File: src/rtl/pueo_trig_pkg.sv
// Shared widths and FSM encoding for the beam power trigger.
// Widths assume 8 squared samples of 14 bits each, so every sum is exact.
package pueo_trig_pkg;

    localparam int unsigned NSAMP       = 8;
    localparam int unsigned SQBITS      = 14;
    localparam int unsigned PSUM_BITS   = 17;
    localparam int unsigned WSUM_BITS   = 18;
    localparam int unsigned THRESH_BITS = 18;
    localparam int unsigned HOLD_BITS   = 8;
    localparam int unsigned COUNT_BITS  = 16;

    // Larger than any reachable window sum, so nothing triggers out of reset.
    localparam logic [THRESH_BITS-1:0] THRESH_RESET = '1;

    typedef enum logic {
        StIdle,
        StHoldoff
    } trig_state_e;

endpackage

File: src/rtl/square_sum8.sv
// Stage 1: balanced adder tree over eight squared samples, registered output.
// The result is exact; PSUM_BITS holds 8 * (2^SQBITS - 1) for the default width.
module square_sum8
    import pueo_trig_pkg::*;
#(
    parameter int unsigned SQBITS = pueo_trig_pkg::SQBITS
) (
    input  logic                   clk_i,
    input  logic                   rst_i,
    input  logic [8*SQBITS-1:0]    sq_i,
    output logic [PSUM_BITS-1:0]   psum_o
);

    logic [PSUM_BITS-1:0] lvl0 [8];
    logic [PSUM_BITS-1:0] lvl1 [4];
    logic [PSUM_BITS-1:0] lvl2 [2];
    logic [PSUM_BITS-1:0] psum_d;
    logic [PSUM_BITS-1:0] psum_q;

    always_comb begin
        for (int k = 0; k < 8; k++) begin
            lvl0[k] = PSUM_BITS'(sq_i[SQBITS*k +: SQBITS]);
        end
        for (int k = 0; k < 4; k++) begin
            lvl1[k] = lvl0[2*k] + lvl0[2*k+1];
        end
        for (int k = 0; k < 2; k++) begin
            lvl2[k] = lvl1[2*k] + lvl1[2*k+1];
        end
        psum_d = lvl2[0] + lvl2[1];
    end

    always_ff @(posedge clk_i) begin
        if (rst_i) begin
            psum_q <= '0;
        end else begin
            psum_q <= psum_d;
        end
    end

    assign psum_o = psum_q;

endmodule

File: src/rtl/beam_power_trigger.sv
// Sliding 16-sample beam power trigger: window sum, threshold compare, holdoff FSM,
// threshold update handshake and a saturating trigger counter.
module beam_power_trigger
    import pueo_trig_pkg::*;
#(
    parameter int unsigned HOLDOFF_CLKS = 16,
    parameter int unsigned NSAMP        = pueo_trig_pkg::NSAMP,
    parameter int unsigned SQBITS       = pueo_trig_pkg::SQBITS
) (
    input  logic                      clk_i,
    input  logic                      rst_i,
    input  logic [NSAMP*SQBITS-1:0]   sq_in_i,
    input  logic [THRESH_BITS-1:0]    thresh_i,
    input  logic                      thresh_valid_i,
    output logic                      thresh_ready_o,
    input  logic                      count_clr_i,
    output logic [WSUM_BITS-1:0]      wsum_o,
    output logic                      trig_o,
    output logic [COUNT_BITS-1:0]     trig_count_o
);

    logic [PSUM_BITS-1:0]   psum;
    logic [PSUM_BITS-1:0]   prev_psum_d, prev_psum_q;
    logic [WSUM_BITS-1:0]   wsum_d, wsum_q;
    logic                   compare_d, compare_q;
    trig_state_e            state_d, state_q;
    logic [HOLD_BITS-1:0]   hold_cnt_d, hold_cnt_q;
    logic [THRESH_BITS-1:0] active_d, active_q;
    logic [THRESH_BITS-1:0] pend_d, pend_q;
    logic                   pend_valid_d, pend_valid_q;
    logic [COUNT_BITS-1:0]  trig_count_d, trig_count_q;
    logic                   trig;
    logic                   take;
    logic                   move;

    square_sum8 #(
        .SQBITS (SQBITS)
    ) u_square_sum8 (
        .clk_i  (clk_i),
        .rst_i  (rst_i),
        .sq_i   (sq_in_i),
        .psum_o (psum)
    );

    // Stages 2 and 3: two-clock window and strict compare against the active threshold.
    always_comb begin
        prev_psum_d = psum;
        wsum_d      = WSUM_BITS'(psum) + WSUM_BITS'(prev_psum_q);
        compare_d   = wsum_q > active_q;
    end

    // FSM state register
    always_ff @(posedge clk_i) begin
        if (rst_i) begin
            state_q    <= StIdle;
            hold_cnt_q <= '0;
        end else begin
            state_q    <= state_d;
            hold_cnt_q <= hold_cnt_d;
        end
    end

    // FSM next state: holdoff spans exactly HOLDOFF_CLKS clocks after the pulse.
    always_comb begin
        state_d    = state_q;
        hold_cnt_d = hold_cnt_q;
        unique case (state_q)
            StIdle: begin
                if (compare_q) begin
                    state_d    = StHoldoff;
                    hold_cnt_d = HOLD_BITS'(HOLDOFF_CLKS);
                end
            end
            StHoldoff: begin
                hold_cnt_d = hold_cnt_q - 8'd1;
                if (hold_cnt_q == 8'd1) begin
                    state_d = StIdle;
                end
            end
            default: begin
                state_d    = StIdle;
                hold_cnt_d = '0;
            end
        endcase
    end

    // FSM outputs
    always_comb begin
        trig = (state_q == StIdle) && compare_q;
    end

    // Threshold handshake: pending only promotes on an idle clock with no pulse.
    always_comb begin
        thresh_ready_o = !pend_valid_q;
        take           = thresh_valid_i && thresh_ready_o;
        move           = pend_valid_q && (state_q == StIdle) && !trig;
        pend_d         = take ? thresh_i : pend_q;
        active_d       = move ? pend_q : active_q;
        pend_valid_d   = pend_valid_q;
        if (move) begin
            pend_valid_d = 1'b0;
        end
        if (take) begin
            pend_valid_d = 1'b1;
        end
    end

    // A clear coincident with a pulse still records that pulse.
    always_comb begin
        trig_count_d = trig_count_q;
        if (count_clr_i) begin
            trig_count_d = trig ? COUNT_BITS'(1) : '0;
        end else if (trig && (trig_count_q != '1)) begin
            trig_count_d = trig_count_q + 16'd1;
        end
    end

    always_ff @(posedge clk_i) begin
        if (rst_i) begin
            prev_psum_q  <= '0;
            wsum_q       <= '0;
            compare_q    <= 1'b0;
            active_q     <= THRESH_RESET;
            pend_q       <= '0;
            pend_valid_q <= 1'b0;
            trig_count_q <= '0;
        end else begin
            prev_psum_q  <= prev_psum_d;
            wsum_q       <= wsum_d;
            compare_q    <= compare_d;
            active_q     <= active_d;
            pend_q       <= pend_d;
            pend_valid_q <= pend_valid_d;
            trig_count_q <= trig_count_d;
        end
    end

    assign wsum_o       = wsum_q;
    assign trig_o       = trig;
    assign trig_count_o = trig_count_q;

endmodule

File: config.mk
export PLATFORM = sky130hd
export DESIGN_NAME = beam_power_trigger
export DESIGN_NICKNAME = d
export VERILOG_FILES = /design/src/rtl/pueo_trig_pkg.sv /design/src/rtl/square_sum8.sv /design/src/rtl/beam_power_trigger.sv
export SDC_FILE = /design/constraint.sdc
export NUM_CORES = 1
export LEC_CHECK = 0
export CORE_MARGIN = 2
export CORE_UTILIZATION = 45
export CTS_BUF_LIST = sky130_fd_sc_hd__clkbuf_4
export DETAILED_ROUTE_END_ITERATION = 7
export PLACE_DENSITY = 0.67
export RECOVER_POWER = 100
export SLEW_MARGIN = 20
export SYNTH_ARGS = -nofsm -noshare
export SYNTH_HDL_FRONTEND = slang
export SYNTH_SLANG_ARGS = --single-unit
File: constraint.sdc
create_clock -name clk_i -period 9.8 [get_ports clk_i]
set_input_delay 1.96 -clock clk_i [delete_from_list [all_inputs] [get_ports clk_i]]
set_output_delay 1.96 -clock clk_i [all_outputs]
set_load 0.05 [all_outputs]
=== After elaboration in Yosys (flattened, before gate mapping) ===
Cells that the tools add are included.

* Input port bits: 134
* Flip-flop bits (word level): 115
* Logic and storage cells: 44

* Equality and inequality tests: 3
* Muxes and demuxes: 10
* Reductions and logical operators: 9
* $add $sub $neg: 10
* Bitwise logic cells: 1
* Magnitude comparators: 1

{| class="wikitable"
|+ Operators by type and width
! kind !! number
|-
| 14-bit by 14-bit adder with 15-bit output || 4
|-
| 17-bit adder || 3
|-
| 16-bit 2-to-1 mux || 2
|-
| 17-bit by 17-bit adder with 18-bit output || 1
|-
| 18-bit greater-than comparator || 1
|-
| 16-bit by 1-bit adder with 16-bit output (second input constant) || 1
|-
| 16-bit != test (second input constant) || 1
|-
| 8-bit one-hot mux with 2 select lines || 1
|-
| 8-bit by 1-bit == test with 1-bit output (second input constant) || 1
|-
| 8-bit 2-to-1 mux || 1
|-
| 8-bit by 1-bit subtractor with 8-bit output (second input constant) || 1
|-
| 1-bit logical AND || 5
|-
| 1-bit 2-to-1 mux || 5
|-
| 2-bit nonzero test || 2
|-
| 1-bit logical NOT || 2
|-
| 2-bit != test (second input constant) || 1
|-
| 1-bit one-hot mux with 2 select lines || 1
|-
| 1-bit inverter || 1
|}

=== Logic depth before layout (Yosys ltp) ===
* Depth in word-level cells: 6
* Mapped depth: 21
* Gate-level depth less buffers: 21

=== Modules after synthesis ===
From an unflattened synthesis, not the netlist that was laid out.

* Cells, all modules: 950
* Area, all modules: 8344.3 um2

{| class="wikitable"
|+ By module, submodules not included
! module !! instances !! area each (um2) !! cells an instance !! sequential area each (um2)
|-
| beam_power_trigger || 1 || 4894.7 || 554 || 1961.9
|-
| square_sum8 || 1 || 3449.6 || 396 || 340.3
|}

=== Worst setup path before layout ===
Ideal clock, no wire load.

* Kind: input to register
* From: input port sq_in_i[28]
* To: register u_square_sum8.psum_q[16], in the netlist u_square_sum8.psum_o[16]
* Stages: 21
* Arrival: 6124 ps
* Setup time: 131 ps
* Path slack: 3545 ps
* Buffers on the path: 0
* Cell sequence: ha_1 fa_1 a21o_1 a21oi_1 nor2_1 o31a_1 o21a_1 nor2_1 xnor2_1 fa_1 inv_1 fa_1 inv_1 ha_1 nand2_1 nand2_1 a21oi_1 a311oi_2 a221o_1 a211oi_1 nor3_1

* Cells in the longest elaborated chain, start to end: 3

{| class="wikitable"
|+ RTL lines
! what !! RTL line !! RTL
|-
| start: declaration || beam_power_trigger.sv:12 || <nowiki>input logic [NSAMP*SQBITS-1:0] sq_in_i,</nowiki>
|-
| 14-bit by 14-bit adder with 15-bit output || square_sum8.sv:25 || <nowiki>lvl1[k] = lvl0[2*k] + lvl0[2*k+1];</nowiki>
|-
| 17-bit adder || square_sum8.sv:28 || <nowiki>lvl2[k] = lvl1[2*k] + lvl1[2*k+1];</nowiki>
|-
| 17-bit adder || square_sum8.sv:30 || <nowiki>psum_d = lvl2[0] + lvl2[1];</nowiki>
|-
| end signal: assignment || square_sum8.sv:37 || <nowiki>psum_q <= psum_d;</nowiki>
|-
| end: declaration || square_sum8.sv:18 || <nowiki>logic [PSUM_BITS-1:0] psum_q;</nowiki>
|}

Every way passes these cells.
A chain may end at the register's enable or synchronous reset.

=== Final worst setup path ===
* From: input port sq_in_i[42]
* To: register u_square_sum8.psum_q[16], in the netlist u_square_sum8.psum_o[16]

The elaborated chain is that of the path after synthesis.

==> flow_summary_export.csv <==
group,metric,value,unit
worst_setup_path,ff2ff_path_depth,10,
die,pin_count,170,
worst_setup_path,timing.critical_path.mode_cell,"fa_1",
timing,final.setup.tns,0,ns
clocking,clk_latency,0.51,ns
finish,seqCellArea,2300,um^2
global_route,grt_pass1_vias,7197,
worst_setup_path,cp_data_required_time,10.01,ns
clocking,clkSlewWorstSetupHoldPaths,0.10,ns
worst_setup_path,crit_buf_inv,3,
timing,grt_setup_unrepaired,"false",
clocking,cts_buffers,17,
placement,gp_congestion,0.838,
synth,synth_cells,1022,
synth,synth-xor-area-share,6.85,%
worst_hold_path,hold_depth,2,
timing,slew_headroom,-187,%
die,initial_core_util,46.2,%
synth,synth-seq-area-share,26.5,%
worst_setup_path,critPathKind,"input pin to flop",
synth,synthMuxAreaShare,0.604,%
placement,portBuffers,169,
routing,ant_nets,0,
synth,synthMostInstantiatedCell,"dfxtp_1",
synth,synth_top_area_share,26.5,%
placement,place_inst,1431,
timing,finalCritPeriodShare,69.1,%
synth,ys_types,64,
synth,yosys_register_bits,115,
routing,drt_iter0_markers,226,
synth,synthTopCellsByCount,"dfxtp_1 (115), nor2_1 (111), ha_1 (110), inv_1 (96), nand2_1 (74)",
clocking,clkSinkCount,115,
flow_run,drv_cap,1,
timing,worstMarginPinSlew,4.30,ns
global_route,track_usage,18.9,%
worst_hold_path,hp-class,"flop to flop",
timing,fmaxAchievable,148,MHz
pwr,p_per_area,218,nW/um^2
worst_setup_path,slowest_stage,"dlygate4sd3_1",
worst_setup_path,cp-start-kind,"input pin",
die,die_width,143,um
clocking,cts_buffer_depth,2,
clocking,tritoncts,"yes",
synth,synth_nets,1301,
finish,final_layout_size_suffix_gt1_share,4.16,%
clocking,cts_hold_buffers,0,
timing,min_period,6.77,ns
synth,synth-edff-count,0,
synth,synth_compound_area_share,19.8,%
die,core-area,18800,um^2
synth,synth_top_family_by_area,"adder cells",
routing,first_pass_iters,5,
synth,synth-adder-area-share,23.9,%
global_route,antenna_found_initial,1,
synth,async_flop_share,0,%
synth,syn_area_per_cell,8.51,um^2
timing,skew,0.0182,ns
global_route,grt_pass1_wl,31.6,mm
worst_setup_path,crit_path_end_kind,"flop",
routing,wire_per_inst,12.9,um
clocking,root_buffer,"clkbuf_4",
synth,syn_area,8700,um^2
worst_setup_path,crit_family,"adder cells",
worst_setup_path,crit_fanout,4,
die,die_y,143,um
clocking,cts_resized,0,
finish,fin_nets,1469,
synth,yosys.area_share.simple,17.3,%
worst_setup_path,slowest_delay,0.54,ns
synth,synth.largest_area_cell,"dfxtp_1",
pwr,ir_drop,0.000103,V
timing,finalSetupViolCount,0,
synth,yosysWarnings,0,
routing,viasPerCell,5.12,
finish,nFillCells,1748,
worst_setup_path,arrival,6.98,ns
finish,fin_cells,1463,
timing,hold_viol,0,
clocking,post-cts-setup-buffers,0,
outcome,failed_checks,"max-capacitance violations, max-slew violations",
die,die-area,20500,um^2
pwr,power_leakage,5.03,nW
finish,area_growth,25.9,%
routing,vias,7495,
routing,post-route-drc-count,0,
outcome,outcome,"complete, but fails checks",
global_route,grt-ovfl-total,0,
die,rows,50,
synth,synth.top_cells.by_area,"dfxtp_1 (26%), ha_1 (16%), fa_1 (8.1%), nor2_1 (4.8%), a21oi_1 (4.2%)",
routing,drt-total-wl,18.9,mm
clocking,htree_levels,4,
synth,synth_ff_type,"dfxtp_1",
finish,multi_input_area,5950,um^2
worst_setup_path,crit_chain,"dlygate4sd3_1 -> ha_1 -> fa_1 -> a21o_1 -> a21oi_1 -> nor2_1 -> o31a_1 -> o21a_1 -> nor2_1 -> xnor2_1 -> fa_1 -> inv_1 -> fa_1 -> inv_1 -> ha_1 -> nand2_1 -> nand2_1 -> a21oi_1 -> a311oi_1 -> a221o_1 -> a211oi_1 -> nor3_1",
placement,dpl.hpwl,15.4,mm
worst_setup_path,cp.depth,22,
timing,slew_viol_final,105,
global_route,grt_max_degree,105,
## final cells by class
type	instances	share of cell area, %
timing repair buffer	171	15.5
tap	260	2.97
sequential	115	21.0
clock inverter	11	1.47
multi-input combinational	788	54.3
clock buffer	20	1.37
inverter	97	3.33
antenna	1	0.0229
## registers in the layout, summed over array words and instances (netlist names)
register and count:
active_q 18, pend_q 18, wsum_o 18, prev_psum_q 17, u_square_sum8.psum_o 17, trig_count_o 16
hold_cnt_q 8, compare_q 1, pend_valid_q 1, state_q 1
## logic make-up after synthesis
group                    after synthesis
flip-flops                           115
AND/OR/NAND/NOR                      317
XOR/XNOR                              68
AO/OA/AOI/OAI                        253
multiplexers                           5
adder cells (fa/ha/maj)              145
buffers and inverters                119
## cells in the final DEF (no fill, tap or decap), types with 3 or more instances in the layout
master           synthesis  routed
a2111oi_0                3       3
a211o_1                 19      19
a211oi_1                19      19
a21o_1                  31      31
a21oi_1                 73      73
a31oi_1                  5       5
and2_1                   3       3
and3_1                   9       9
bufinv_16                0       4
clkbuf_4                 0      20
clkdlybuf4s50_1          0     131
clkinv_2                 0       3
clkinvlp_4               0       3
dfxtp_1                115     115
dlygate4sd3_1            0      37
fa_1                    35      35
ha_1                   110     110
inv_1                   96      96
mux2i_1                  3       3
nand2_1                 74      74
nand2b_1                 9       9
nand3_1                 19      19
nand3b_1                 5       5
nand4_1                 12      12
nor2_1                 111     111
nor2b_1                 35      34
nor3_1                  19      19
nor4_1                   3       3
o211ai_1                 5       5
o21a_1                  18      18
o21ai_0                 36      38
o21ai_1                  7       5
o21bai_1                 6       6
o31a_1                   6       6
or2_2                    6       5
or3_1                    5       5
xnor2_1                 32      32
xor2_1                  36      36
## worst min-delay path, cell delays in order, from the launching register on
cell and delay, ns:
dfxtp_1 0.33, nand2_1 0.05, a21oi_1 0.05
## report_power, final
part           internal (W)  total [W]  switching (W)
combinational      0.000637    0.00141       0.000776
clock              0.000207   0.000374       0.000167
sequential         0.000559   0.000603      0.0000440
## routing by layer
layer  track usage (%)  up-vias  wire, um
li1                  -     3893         -
met1              24.1     3404      8940
met2              32.2      186      8660
met3              4.43       12      1120
met4              4.59        0       169
met5                 0        -         0
## final timing paths
check	startpoint	end	slack, ns
hold reg to reg	pend_q[6]$_SDFFE_PP0P_	pend_q[6]$_SDFFE_PP0P_	0.47
setup / recovery	sq_in_i[42]	u_square_sum8.psum_o[16]$_SDFF_PP0_	3.03
setup reg to reg	u_square_sum8.psum_o[0]$_SDFF_PP0_	wsum_o[14]$_SDFF_PP0_	7.45
hold / removal	pend_q[6]$_SDFFE_PP0P_	pend_q[6]$_SDFFE_PP0P_	0.47
## through the flow
stage	instance area [um^2]	hold slack, ns	util, %	total power (W)	setup WS, ns
after floorplan	8700	0.435	-	0.00174	3.55
after global placement	10600	0.451	56.6	0.00204	2.80
after detailed placement	10600	0.448	56.6	0.00206	2.75
after CTS	11000	0.467	58.2	0.00245	3.33
after global routing	10900	0.485	58.1	0.00263	2.76
final	10900	0.470	58.1	0.00239	3.03
(Power assumes the default switching activity.)
